--- src/rtl/block_stager_pkg.sv ---
// block_stager shared types: bank states, flush FSM states, block tags.
// Optional build macro: BLOCK_STAGER_PAD_EN (all-ones padding of partial blocks).
package stager_pkg;

  localparam int STAGER_ADDR_W = 24;
  localparam int TAG_AW = 32;
  localparam int TAG_LW = 17;

  typedef enum logic [1:0] {
    FREE,
    FILLING,
    READY,
    DRAINING
  } bank_state_t;

  typedef enum logic [1:0] {
    ST_RUN,
    ST_PAD,
    ST_END
  } flush_st_t;

  typedef struct packed {
    logic [TAG_AW-1:0] addr;
    logic [TAG_LW-1:0] len;
  } blk_tag_t;

endpackage

--- src/rtl/block_stager_if.sv ---
// block_stager bus: producer word stream, head-block handshake, bank read port.
// Optional build macro: BLOCK_STAGER_PAD_EN (no effect on this interface).
interface block_stager_if #(
  parameter int DATA_W     = 8,
  parameter int ADDR_W     = 24,
  parameter int BLOCK_SIZE = 256
);
  localparam int BB = $clog2(BLOCK_SIZE);

  logic [DATA_W-1:0] in_data;
  logic              in_valid;
  logic              in_ready;
  logic              flush;
  logic              blk_valid;
  logic              blk_ready;
  logic [ADDR_W-1:0] blk_addr;
  logic [BB:0]       blk_len;
  logic [BB-1:0]     rd_addr;
  logic [DATA_W-1:0] rd_data;
  logic              blk_release;
  logic              stream_done;

  modport master (
    output in_data, in_valid, flush,
    output blk_ready, rd_addr, blk_release,
    input  in_ready, blk_valid, blk_addr,
    input  blk_len, rd_data, stream_done
  );

  modport slave (
    input  in_data, in_valid, flush,
    input  blk_ready, rd_addr, blk_release,
    output in_ready, blk_valid, blk_addr,
    output blk_len, rd_data, stream_done
  );

endinterface

--- src/rtl/block_stager_ram.sv ---
// Single bank storage: synchronous write, asynchronous read.
// Optional build macro: BLOCK_STAGER_PAD_EN (no effect on this module).
module ram #(
  parameter int ADDR_SIZE = 8,
  parameter int DATA_SIZE = 8
) (
  input  logic                 clk,
  input  logic                 we,
  input  logic [ADDR_SIZE-1:0] waddr,
  input  logic [DATA_SIZE-1:0] wdata,
  input  logic [ADDR_SIZE-1:0] raddr,
  output logic [DATA_SIZE-1:0] rdata
);

  logic [DATA_SIZE-1:0] mem [2**ADDR_SIZE];

  always_ff @(posedge clk) begin
    if (we) mem[waddr] <= wdata;
  end

  assign rdata = mem[raddr];

endmodule

--- src/rtl/block_stager.sv ---
// N-bank ring staging producer words into tagged flash blocks.
// BLOCK_STAGER_PAD_EN: pad a flushed partial block with all-ones to full size.
module block_stager
  import stager_pkg::*;
#(
  parameter int NUM_BUFS   = 2,
  parameter int BLOCK_SIZE = 256,
  parameter int DATA_W     = 8,
  parameter int ADDR_W     = STAGER_ADDR_W,
  parameter logic [ADDR_W-1:0] BASE_ADDR = '0
) (
  input logic           clk,
  input logic           n_rst,
  block_stager_if.slave bus
);

  localparam int BB = $clog2(BLOCK_SIZE);
  localparam int PW = $clog2(NUM_BUFS);
  localparam logic [BB-1:0] LAST = BB'(BLOCK_SIZE - 1);
  localparam logic [BB:0]   FULL = (BB+1)'(BLOCK_SIZE);

  typedef logic [PW-1:0] ptr_t;

  function automatic ptr_t inc(ptr_t p);
    return (int'(p) == NUM_BUFS - 1) ? '0 : p + ptr_t'(1);
  endfunction

  bank_state_t       bank_q [NUM_BUFS];
  bank_state_t       bank_d [NUM_BUFS];
  blk_tag_t          tag_q  [NUM_BUFS];
  blk_tag_t          tag_d  [NUM_BUFS];
  ptr_t              wr_q, wr_d;
  ptr_t              rd_q, rd_d;
  ptr_t              dr_q, dr_d;
  logic [BB-1:0]     idx_q, idx_d;
  logic [ADDR_W-1:0] nxt_q, nxt_d;
  logic              rdy_q, rdy_d;
  logic              done_q, done_d;
  flush_st_t         st_q, st_d;
  logic [DATA_W-1:0] rdat_q;

  logic              accept;
  logic              draining;
  logic              rel_ok;
  logic              head_v;
  logic              take;
  logic              we;
  logic              commit;
  logic              all_free;
  logic [BB:0]       cnt;
  logic [BB:0]       clen;
  logic [DATA_W-1:0] wdata;
  logic [DATA_W-1:0] rdata [NUM_BUFS];

  for (genvar g = 0; g < NUM_BUFS; g++) begin : g_bank
    ram #(
      .ADDR_SIZE (BB),
      .DATA_SIZE (DATA_W)
    ) u_ram (
      .clk   (clk),
      .we    (we && (wr_q == ptr_t'(g))),
      .waddr (idx_q),
      .wdata (wdata),
      .raddr (bus.rd_addr),
      .rdata (rdata[g])
    );
  end

  always_comb begin
    bank_d = bank_q;
    tag_d  = tag_q;
    wr_d   = wr_q;
    rd_d   = rd_q;
    dr_d   = dr_q;
    idx_d  = idx_q;
    nxt_d  = nxt_q;
    st_d   = st_q;
    we     = 1'b0;
    wdata  = bus.in_data;
    commit = 1'b0;
    clen   = '0;

    accept   = bus.in_valid && rdy_q;
    draining = bank_q[dr_q] == DRAINING;
    rel_ok   = bus.blk_release && draining;
    head_v   = (bank_q[rd_q] == READY) && (!draining || rel_ok);
    take     = head_v && bus.blk_ready;
    cnt      = {1'b0, idx_q} + (BB+1)'(accept);

    // release is applied before the head may start draining
    if (rel_ok) bank_d[dr_q] = FREE;
    if (take) begin
      bank_d[rd_q] = DRAINING;
      dr_d = rd_q;
      rd_d = inc(rd_q);
    end

    unique case (st_q)
      ST_RUN: begin
        if (accept) begin
          we    = 1'b1;
          idx_d = idx_q + 1'b1;
          if (idx_q == LAST) begin
            commit = 1'b1;
            clen   = FULL;
          end
        end
        if (bus.flush) begin
          st_d = ST_END;
          if (!commit) begin
            if (cnt != '0) begin
`ifdef BLOCK_STAGER_PAD_EN
              st_d  = ST_PAD;
`else
              commit = 1'b1;
              clen   = cnt;
`endif
            end else if (bank_q[wr_q] == FILLING) begin
              bank_d[wr_q] = FREE;
            end
          end
        end
      end
      ST_PAD: begin
        we    = 1'b1;
        wdata = '1;
        idx_d = idx_q + 1'b1;
        if (idx_q == LAST) begin
          commit = 1'b1;
          clen   = FULL;
          st_d   = ST_END;
        end
      end
      default: ;
    endcase

    if (commit) begin
      bank_d[wr_q]     = READY;
      tag_d[wr_q].addr = TAG_AW'(nxt_q);
      tag_d[wr_q].len  = TAG_LW'(clen);
      nxt_d = nxt_q + ADDR_W'(BLOCK_SIZE);
      wr_d  = inc(wr_q);
      idx_d = '0;
    end

    // a bank freed this cycle is only reused on the following cycle
    if (st_d == ST_RUN && bank_q[wr_d] == FREE)
      bank_d[wr_d] = FILLING;

    rdy_d = (st_d == ST_RUN) && (bank_d[wr_d] == FILLING);

    all_free = 1'b1;
    for (int i = 0; i < NUM_BUFS; i++)
      if (bank_q[i] != FREE) all_free = 1'b0;
    done_d = done_q || (st_q != ST_RUN && all_free);
  end

  always_ff @(posedge clk or negedge n_rst) begin
    if (!n_rst) begin
      for (int i = 0; i < NUM_BUFS; i++) begin
        bank_q[i]     <= (i == 0) ? FILLING : FREE;
        tag_q[i].addr <= TAG_AW'(BASE_ADDR);
        tag_q[i].len  <= '0;
      end
      wr_q   <= '0;
      rd_q   <= '0;
      dr_q   <= '0;
      idx_q  <= '0;
      nxt_q  <= BASE_ADDR;
      rdy_q  <= 1'b1;
      done_q <= 1'b0;
      st_q   <= ST_RUN;
      rdat_q <= '0;
    end else begin
      bank_q <= bank_d;
      tag_q  <= tag_d;
      wr_q   <= wr_d;
      rd_q   <= rd_d;
      dr_q   <= dr_d;
      idx_q  <= idx_d;
      nxt_q  <= nxt_d;
      rdy_q  <= rdy_d;
      done_q <= done_d;
      st_q   <= st_d;
      rdat_q <= rdata[dr_q];
    end
  end

  assign bus.in_ready    = rdy_q;
  assign bus.blk_valid   = head_v;
  assign bus.blk_addr    = tag_q[rd_q].addr[ADDR_W-1:0];
  assign bus.blk_len     = tag_q[rd_q].len[BB:0];
  assign bus.rd_data     = rdat_q;
  assign bus.stream_done = done_q;

endmodule

--- src/flat_wrapper.sv ---
// flat-port wrapper written by rule: the top's interface ports become plain ports
module block_stager_flat import stager_pkg::*;
#(
  parameter int NUM_BUFS   = 2,
  parameter int BLOCK_SIZE = 256,
  parameter int DATA_W     = 8,
  parameter int ADDR_W     = STAGER_ADDR_W,
  parameter logic [ADDR_W-1:0] BASE_ADDR = '0
)
  (clk, n_rst, bus_in_data, bus_in_valid, bus_flush, bus_blk_ready, bus_rd_addr, bus_blk_release, bus_in_ready, bus_blk_valid, bus_blk_addr, bus_blk_len, bus_rd_data, bus_stream_done);
  block_stager_if #(.DATA_W(DATA_W), .ADDR_W(ADDR_W), .BLOCK_SIZE(BLOCK_SIZE)) bus_i ();
  input logic clk;
  input logic n_rst;
  input wire logic [$bits(bus_i.in_data)-1:0] bus_in_data;
  input wire logic [$bits(bus_i.in_valid)-1:0] bus_in_valid;
  input wire logic [$bits(bus_i.flush)-1:0] bus_flush;
  input wire logic [$bits(bus_i.blk_ready)-1:0] bus_blk_ready;
  input wire logic [$bits(bus_i.rd_addr)-1:0] bus_rd_addr;
  input wire logic [$bits(bus_i.blk_release)-1:0] bus_blk_release;
  output wire logic [$bits(bus_i.in_ready)-1:0] bus_in_ready;
  output wire logic [$bits(bus_i.blk_valid)-1:0] bus_blk_valid;
  output wire logic [$bits(bus_i.blk_addr)-1:0] bus_blk_addr;
  output wire logic [$bits(bus_i.blk_len)-1:0] bus_blk_len;
  output wire logic [$bits(bus_i.rd_data)-1:0] bus_rd_data;
  output wire logic [$bits(bus_i.stream_done)-1:0] bus_stream_done;
  assign bus_i.in_data = bus_in_data;
  assign bus_i.in_valid = bus_in_valid;
  assign bus_i.flush = bus_flush;
  assign bus_i.blk_ready = bus_blk_ready;
  assign bus_i.rd_addr = bus_rd_addr;
  assign bus_i.blk_release = bus_blk_release;
  assign bus_in_ready = bus_i.in_ready;
  assign bus_blk_valid = bus_i.blk_valid;
  assign bus_blk_addr = bus_i.blk_addr;
  assign bus_blk_len = bus_i.blk_len;
  assign bus_rd_data = bus_i.rd_data;
  assign bus_stream_done = bus_i.stream_done;
  block_stager #(.NUM_BUFS(NUM_BUFS), .BLOCK_SIZE(BLOCK_SIZE), .DATA_W(DATA_W), .ADDR_W(ADDR_W), .BASE_ADDR(BASE_ADDR)) u_core (.clk(clk), .n_rst(n_rst), .bus(bus_i));
endmodule
--- config.mk ---
export PLATFORM = sky130hd
export DESIGN_NAME = block_stager_flat
export DESIGN_NICKNAME = d
export VERILOG_FILES = /design/src/rtl/block_stager_pkg.sv /design/src/rtl/block_stager_if.sv /design/src/rtl/block_stager_ram.sv /design/src/rtl/block_stager.sv /design/src/flat_wrapper.sv
export SDC_FILE = /design/constraint.sdc
export NUM_CORES = 2
export LEC_CHECK = 0
export CORE_MARGIN = 3
export CORE_UTILIZATION = 47
export DETAILED_ROUTE_END_ITERATION = 8
export PLACE_DENSITY_LB_ADDON = 0.3
export SLEW_MARGIN = 10
export SYNTH_ARGS = -nofsm -noshare
export SYNTH_HDL_FRONTEND = slang
export SYNTH_SLANG_ARGS = --single-unit
--- constraint.sdc ---
create_clock -name clk -period 8.7 [get_ports clk]
set_input_delay 1.305 -clock clk [delete_from_list [all_inputs] [get_ports clk]]
set_output_delay 1.305 -clock clk [all_outputs]
set_load 0.1 [all_outputs]
Word level (Yosys, flattened, before mapping)
Memory sizes are Yosys's and may differ from the RTL's.
Index checks and enable logic that the tools add are counted.
{ "classes": {"add_sub_neg": 5, "order_cmp": 8, "eq_ne": 7, "mux": 75, "bitwise_logic": 16, "reduce_logical": 25} }
{ "ops": {"columns": ["op", "n"], "rows": [
  ["$bwmux W98", 2],
  ["$mux W41", 3],
  ["$demux W49 S1", 2],
  ["$mux W49", 1],
  ["$mux W8", 6],
  ["$mux W9", 5],
  ["$mux W2", 21],
  ["$mux W4", 9],
  ["$add A24 B9 Y24 const B", 1],
  ["$pmux W9 S2", 1],
  ["$mux W17", 1],
  ["$mux W1", 16],
  ["$pmux W8 S2", 1],
  ["$logic_and A1 B1 Y1", 13],
  ["$add A8 B1 Y9", 1],
  ["$reduce_bool A9 Y1", 1],
  ["$add A8 B1 Y8 const B", 1],
  ["$and A4 B4 Y4", 2],
  ["$demux W2 S1", 4],
  ["$eq A8 B8 Y1 const B", 1],
  ["$ge A2 B2 Y1 const B", 4],
  ["$lt A2 B1 Y1 const B", 4],
  ["$not A1 Y2", 4],
  ["$not A4 Y4", 2],
  ["17 further kinds", 30]
]} }
{ "word_totals": {"register_bits": 149, "mem_bits_rw": 4096, "input_bits": 22, "n_memories": 2} }
{ "memory_table": {"columns": ["memory", "depth", "word_bits", "rd", "rd_ports_with_merged_regs", "write_ports", "line_no", "text"], "rows": [
  ["u_core.g_bank[0].u_ram.mem", 256, 8, 1, 0, 1, "block_stager_ram.sv:15", "logic [DATA_SIZE-1:0] mem [2**ADDR_SIZE];"],
  ["u_core.g_bank[1].u_ram.mem", 256, 8, 1, 0, 1, "block_stager_ram.sv:15", null]
]} }

Logic depth before layout (Yosys ltp)
{ "logic_depth": {"ltp_word": 25, "depth_mapped": 18, "mapped_depth_nobuf": 15} }

Hierarchy
From an unflattened synthesis, not the netlist that was laid out.
{ "hier_totals": {"hier_cells": 7848, "area_unflattened_um2": 163508.1} }
{ "by_module_without_submodules": {"columns": ["module", "n_inst", "cells_each", "area_each_um2"], "rows": [
  ["ram", 2, 3725, 79396.1],
  ["block_stager", 1, 398, 4715.8]
]} }

Worst setup path after synthesis
Ideal clock, no wire load.
{ "synth_timing": {"path_type": "input to register", "startpoint": "input port bus_in_data[0]", "endpoint": "memory u_core.g_bank[0].u_ram.mem[0][0] (data pin)", "arrival_time_ns": 8.095, "t_required_ns": 7.093, "path_slack_ns": -1.002, "cell_stages": 1, "n_path_buf": 0, "path_cell_list": "nand2b_1"} }
{ "synth_between": {"elab_chain_len": 1} }
{ "synth_rtl": {"columns": ["element", "line_no", "text"], "rows": [
  ["start, declared", "flat_wrapper.sv:14", "input wire logic [$bits(bus_i.in_data)-1:0] bus_in_data;"],
  ["$mux W8", "block_stager.sv:98", "unique case (st_q)"],
  ["end, declared", "block_stager_ram.sv:15", null]
]} }
Every way passes these cells.

Worst setup path in the final report
{ "layout_timing": {"startpoint": "input port bus_rd_addr[1]", "endpoint": "register u_core.rdat_q[0], in the netlist u_core.bus.rd_data[0]"} }
{ "layout_between": {"elab_chain_len": 4} }
{ "layout_rtl": {"columns": ["element", "line_no", "text"], "rows": [
  ["start, declared", "flat_wrapper.sv:18", "input wire logic [$bits(bus_i.rd_addr)-1:0] bus_rd_addr;"],
  ["$mem_v2 Z256 W8", null, null],
  ["$mux W8 (implied by the code) * (3 in a row)", "block_stager.sv:185", "rdat_q <= rdata[dr_q];"],
  ["end signal, assigned", "block_stager.sv:185", null],
  ["end, declared", "block_stager.sv:40", "logic [DATA_W-1:0] rdat_q;"]
]} }
Every way passes the cells marked *; elsewhere a longest branch is shown, timed or not. The select of a mux whose other input is x is not followed.
A chain may end at the register's enable or synchronous reset.

==> impl_metrics.toml <==
[run_status]
status = "finished, final reports clean"

[clock_network]
clk_pin_slew_worst_paths_ps = 60
postCtsSetupBuffers = 0
cts_resized = 0
htree_levels = 5
cts_buffers = 415
clock_latency_ps = 940
holdBufCountCts = 0
cts-root-buf = "clkbuf_16"
cts.sink_count = 4189
cts_tree = "built"
clockBufferDepth = 4

[synth]
synth_edf_count = 4096
avgSynthCellArea_um2 = 19.5
mappedNetlistArea_um2 = 164000
synthFlopType = "edfxtp_1"
synthCells = 8421
synth.area.top_cells = "edfxtp_1 75%, mux4_2 9.0%, mux2i_1 4.8%"
synth_cell_types = 75
synth_top_area_share_pct = 74.9
yosysSeqAreaShare_pct = 76.3
yosysWarnings = 0
ys_ff_latch = 4189
async_reset_ff_share_pct = 2.22
synth_top_cell_by_area = "edfxtp_1"

[power]
p_per_area_nw_per_um2 = 228
swShare_pct = 21.3
switchingPower_uw = 8870
intPower_uw = 32800
seqPwrFrac_pct = 53.2
power_frac_comb_pct = 4.6
peakVddDrop_v = 0.000218
leakagePower_uw = 0.0578
clkPwrFrac_pct = 42.2

[critical_path]
cp.arrival_ps = 6310
cp_max_fo = 78
cp.required_ps = 9500
rr_startpoint = "u_core.bus.in_ready"
startpoint = "bus_rd_addr[1]"
reg2reg_to = "u_core.bus.in_ready"
r2r_slack_ps = 4270
crit_path_start_kind = "input pin"
r2r_cells = 14
criticalPathCategory = "in2reg"
critPathCaptureType = "register"

[timing]
rsz0062_at_grt = "no"
setup_slack_ps = 3190
max_slew.worst_pin.slew_ps = 1430
slew_headroom_pct = 4.38
finClkSkew_ps = 66.1
hold_viol = 0
min_period_over_period_pct = 63.3
fmax_ghz = 0.181
drv_slew = 0
final.setup.tns_ps = 0
fin_crit_ps = 5510
finalSetupViolCount = 0

[place]
dp.cells = 12700
hpwlAfterDp_um = 249000
dpl-instance-area_um2 = 169000
io_buffers = 57
gp_congestion = 0.855
dp_slack_ps = 2370

[route]
vias_per_cell = 6.29
wl_um = 423000
drtIter0Drc = 10800
via_count = 84600
wl_per_cell_um = 31.5
ant_nets = 0
drc = 0
dr.pass1.iters = 8

[grt]
grt_pass1_vias = 83700
track_usage_pct = 23.5
grt-ovfl-total = 0
grt_max_degree = 197
grt_pass1_wl_um = 611000
antenna_found_initial = 22

[floorplan]
die-area_um2 = 357000
die_h_um = 597
num_rows = 216
start_util_pct = 47.3
chipWidth_um = 597
core_um2 = 347000
ioPinCount = 66

[finish]
final_nets = 8536
drive_gt1_share_pct = 17.3
fin_area_um2 = 183000
fillers = 26800
area_growth_pct = 11.3
multiInputGateArea_um2 = 36100
seqCellArea_um2 = 125000
fin_cells = 13400

[worst_hold_path]
hp-class = "in2async"

[run]
maxCapViolations = 0
==> flip-flops by register name, indices dropped and copies added (netlist names) <==
name and flops:
u_core.idx_q 8, u_core.bus.rd_data 8, u_core.nxt_q 16, u_core.tag_q 50
u_core.g_bank.u_ram.mem 4096, u_core.bank_q 4, u_core.dr_q 1, u_core.bus.in_ready 1
u_core.rd_q 1, u_core.wr_q 1, u_core.st_q 2, u_core.bus.stream_done 1
==> worst max path at each step <==
stage	to	slack, ps	cells past startpoint
floorplan	u_core.g_bank[0].u_ram.mem[0][0]	2890	1
global placement	u_core.bus.rd_data[0]	2370	9
detailed placement	u_core.bus.rd_data[0]	2370	9
CTS	u_core.bus.rd_data[0]	3360	9
global route	u_core.bus.rd_data[0]	3200	9
finish	u_core.bus.rd_data[0]	3190	9
==> routing by layer <==
metal / GRT usage (%) / part of all wire, %
met1: 33.0 / 39
met2: 37.6 / 48
met3: 3.74 / 8.6
met4: 7.86 / 3.5
met5: 0 / 0.019
==> layout make-up <==
cell class | count | area share [%]
diodes | 8 | 0.0109
repair buffers | 210 | 1.20
well taps | 4578 | 3.13
inverters | 30 | 0.0657
clock inverters | 226 | 1.19
multi-input cells | 3659 | 19.8
flip-flops and latches | 4189 | 68.6
clock buffers | 538 | 6.10
==> placed cells by master, fill, tap and decap left out, types with 11 or more instances in the layout <==
cell type	Yosys	layout
edfxtp_1	4096	4096
mux2i_1	795	795
mux4_2	655	655
nor2_1	605	604
clkbuf_16	0	420
o221ai_1	364	364
a21oi_1	190	190
o22ai_1	186	186
o21ai_0	168	168
buf_4	97	118
clkbuf_1	232	99
dfrtp_1	91	90
nand3_1	100	84
clkinv_2	0	80
nand2_1	88	76
clkinv_1	0	76
nor3_1	64	59
mux2_2	52	52
clkdlybuf4s50_1	0	51
nand4_1	50	50
buf_12	0	35
bufinv_16	0	34
a22oi_1	33	33
inv_1	29	29
a31oi_1	28	27
nor4b_1	25	22
clkbuf_8	0	19
a211oi_1	18	18
nor3b_1	17	16
nor2b_1	19	16
xor2_1	15	15
a222oi_1	15	15
nand3_2	0	14
nor4_1	16	13
nand2_2	0	12
or3_1	11	11
inv_6	0	11
==> critical path, stage by stage <==
cell	delay, ps
buf_8	450
or2_4	920
buf_4	900
o221ai_1	290
o22ai_1	230
o21ai_0	340
nand4_1	570
nand4_1	590
and4b_1	430
==> logic make-up after synthesis <==
group / count (synthesis) / share of synthesized area, %
flip-flops: 4189 / 76.3
multiplexers: 1502 / 14.2
AND/OR/NAND/NOR: 1062 / 2.97
AO/OA/AOI/OAI: 1054 / 4.45
buffers and inverters: 580 / 1.89
XOR/XNOR: 24 / 0.128
adder cells (fa/ha/maj): 9 / 0.0686
other: 1 / 0.00228
==> per-stage QoR <==
step           hold WS, ps  total power [uW]  utilization (%)
2_1_floorplan          452             23900                -
3_3_place_gp           477             24500             48.8
3_5_place_dp           494             24500             48.8
4_1_cts                312             41900             52.7
5_1_grt                395             42800             52.7
6_report               360             41700             52.7
==> cells in the mapped netlist, types with 3 or more instances <==
cell type / n
a211oi_1: 18
a21boi_0: 7
a21o_1: 4
a21oi_1: 190
a222oi_1: 15
a22oi_1: 33
a311oi_1: 7
a31oi_1: 28
and2_1: 7
and3_1: 7
and3b_1: 3
and4b_1: 8
buf_1: 60
buf_2: 105
buf_4: 97
buf_6: 55
clkbuf_1: 232
dfrtp_1: 91
edfxtp_1: 4096
ha_1: 9
inv_1: 29
mux2_2: 52
mux2i_1: 795
mux4_2: 655
nand2_1: 88
nand2b_1: 20
nand3_1: 100
nand3b_1: 9
nand4_1: 50
nor2_1: 605
nor2b_1: 19
nor3_1: 64
nor3b_1: 17
nor4_1: 16
nor4b_1: 25
o2111ai_1: 3
o21ai_0: 168
o221ai_1: 364
o22ai_1: 186
o31ai_1: 9
or3_1: 11
or4_1: 3
xnor2_1: 9
xor2_1: 15
==> power groups by stage <==
| stage | Sequential, uW | Combinational [uW] | Clock, uW |
|---|---|---|---|
| floorplan | 22700 | 1180 | 0 |
| detailed placement | 22600 | 1910 | 0 |
| global route | 22200 | 2000 | 18600 |
| finish | 22200 | 1910 | 17600 |
| global placement | 22600 | 1880 | 0 |
| CTS | 22200 | 1910 | 17800 |
(Power assumes the default switching activity.)
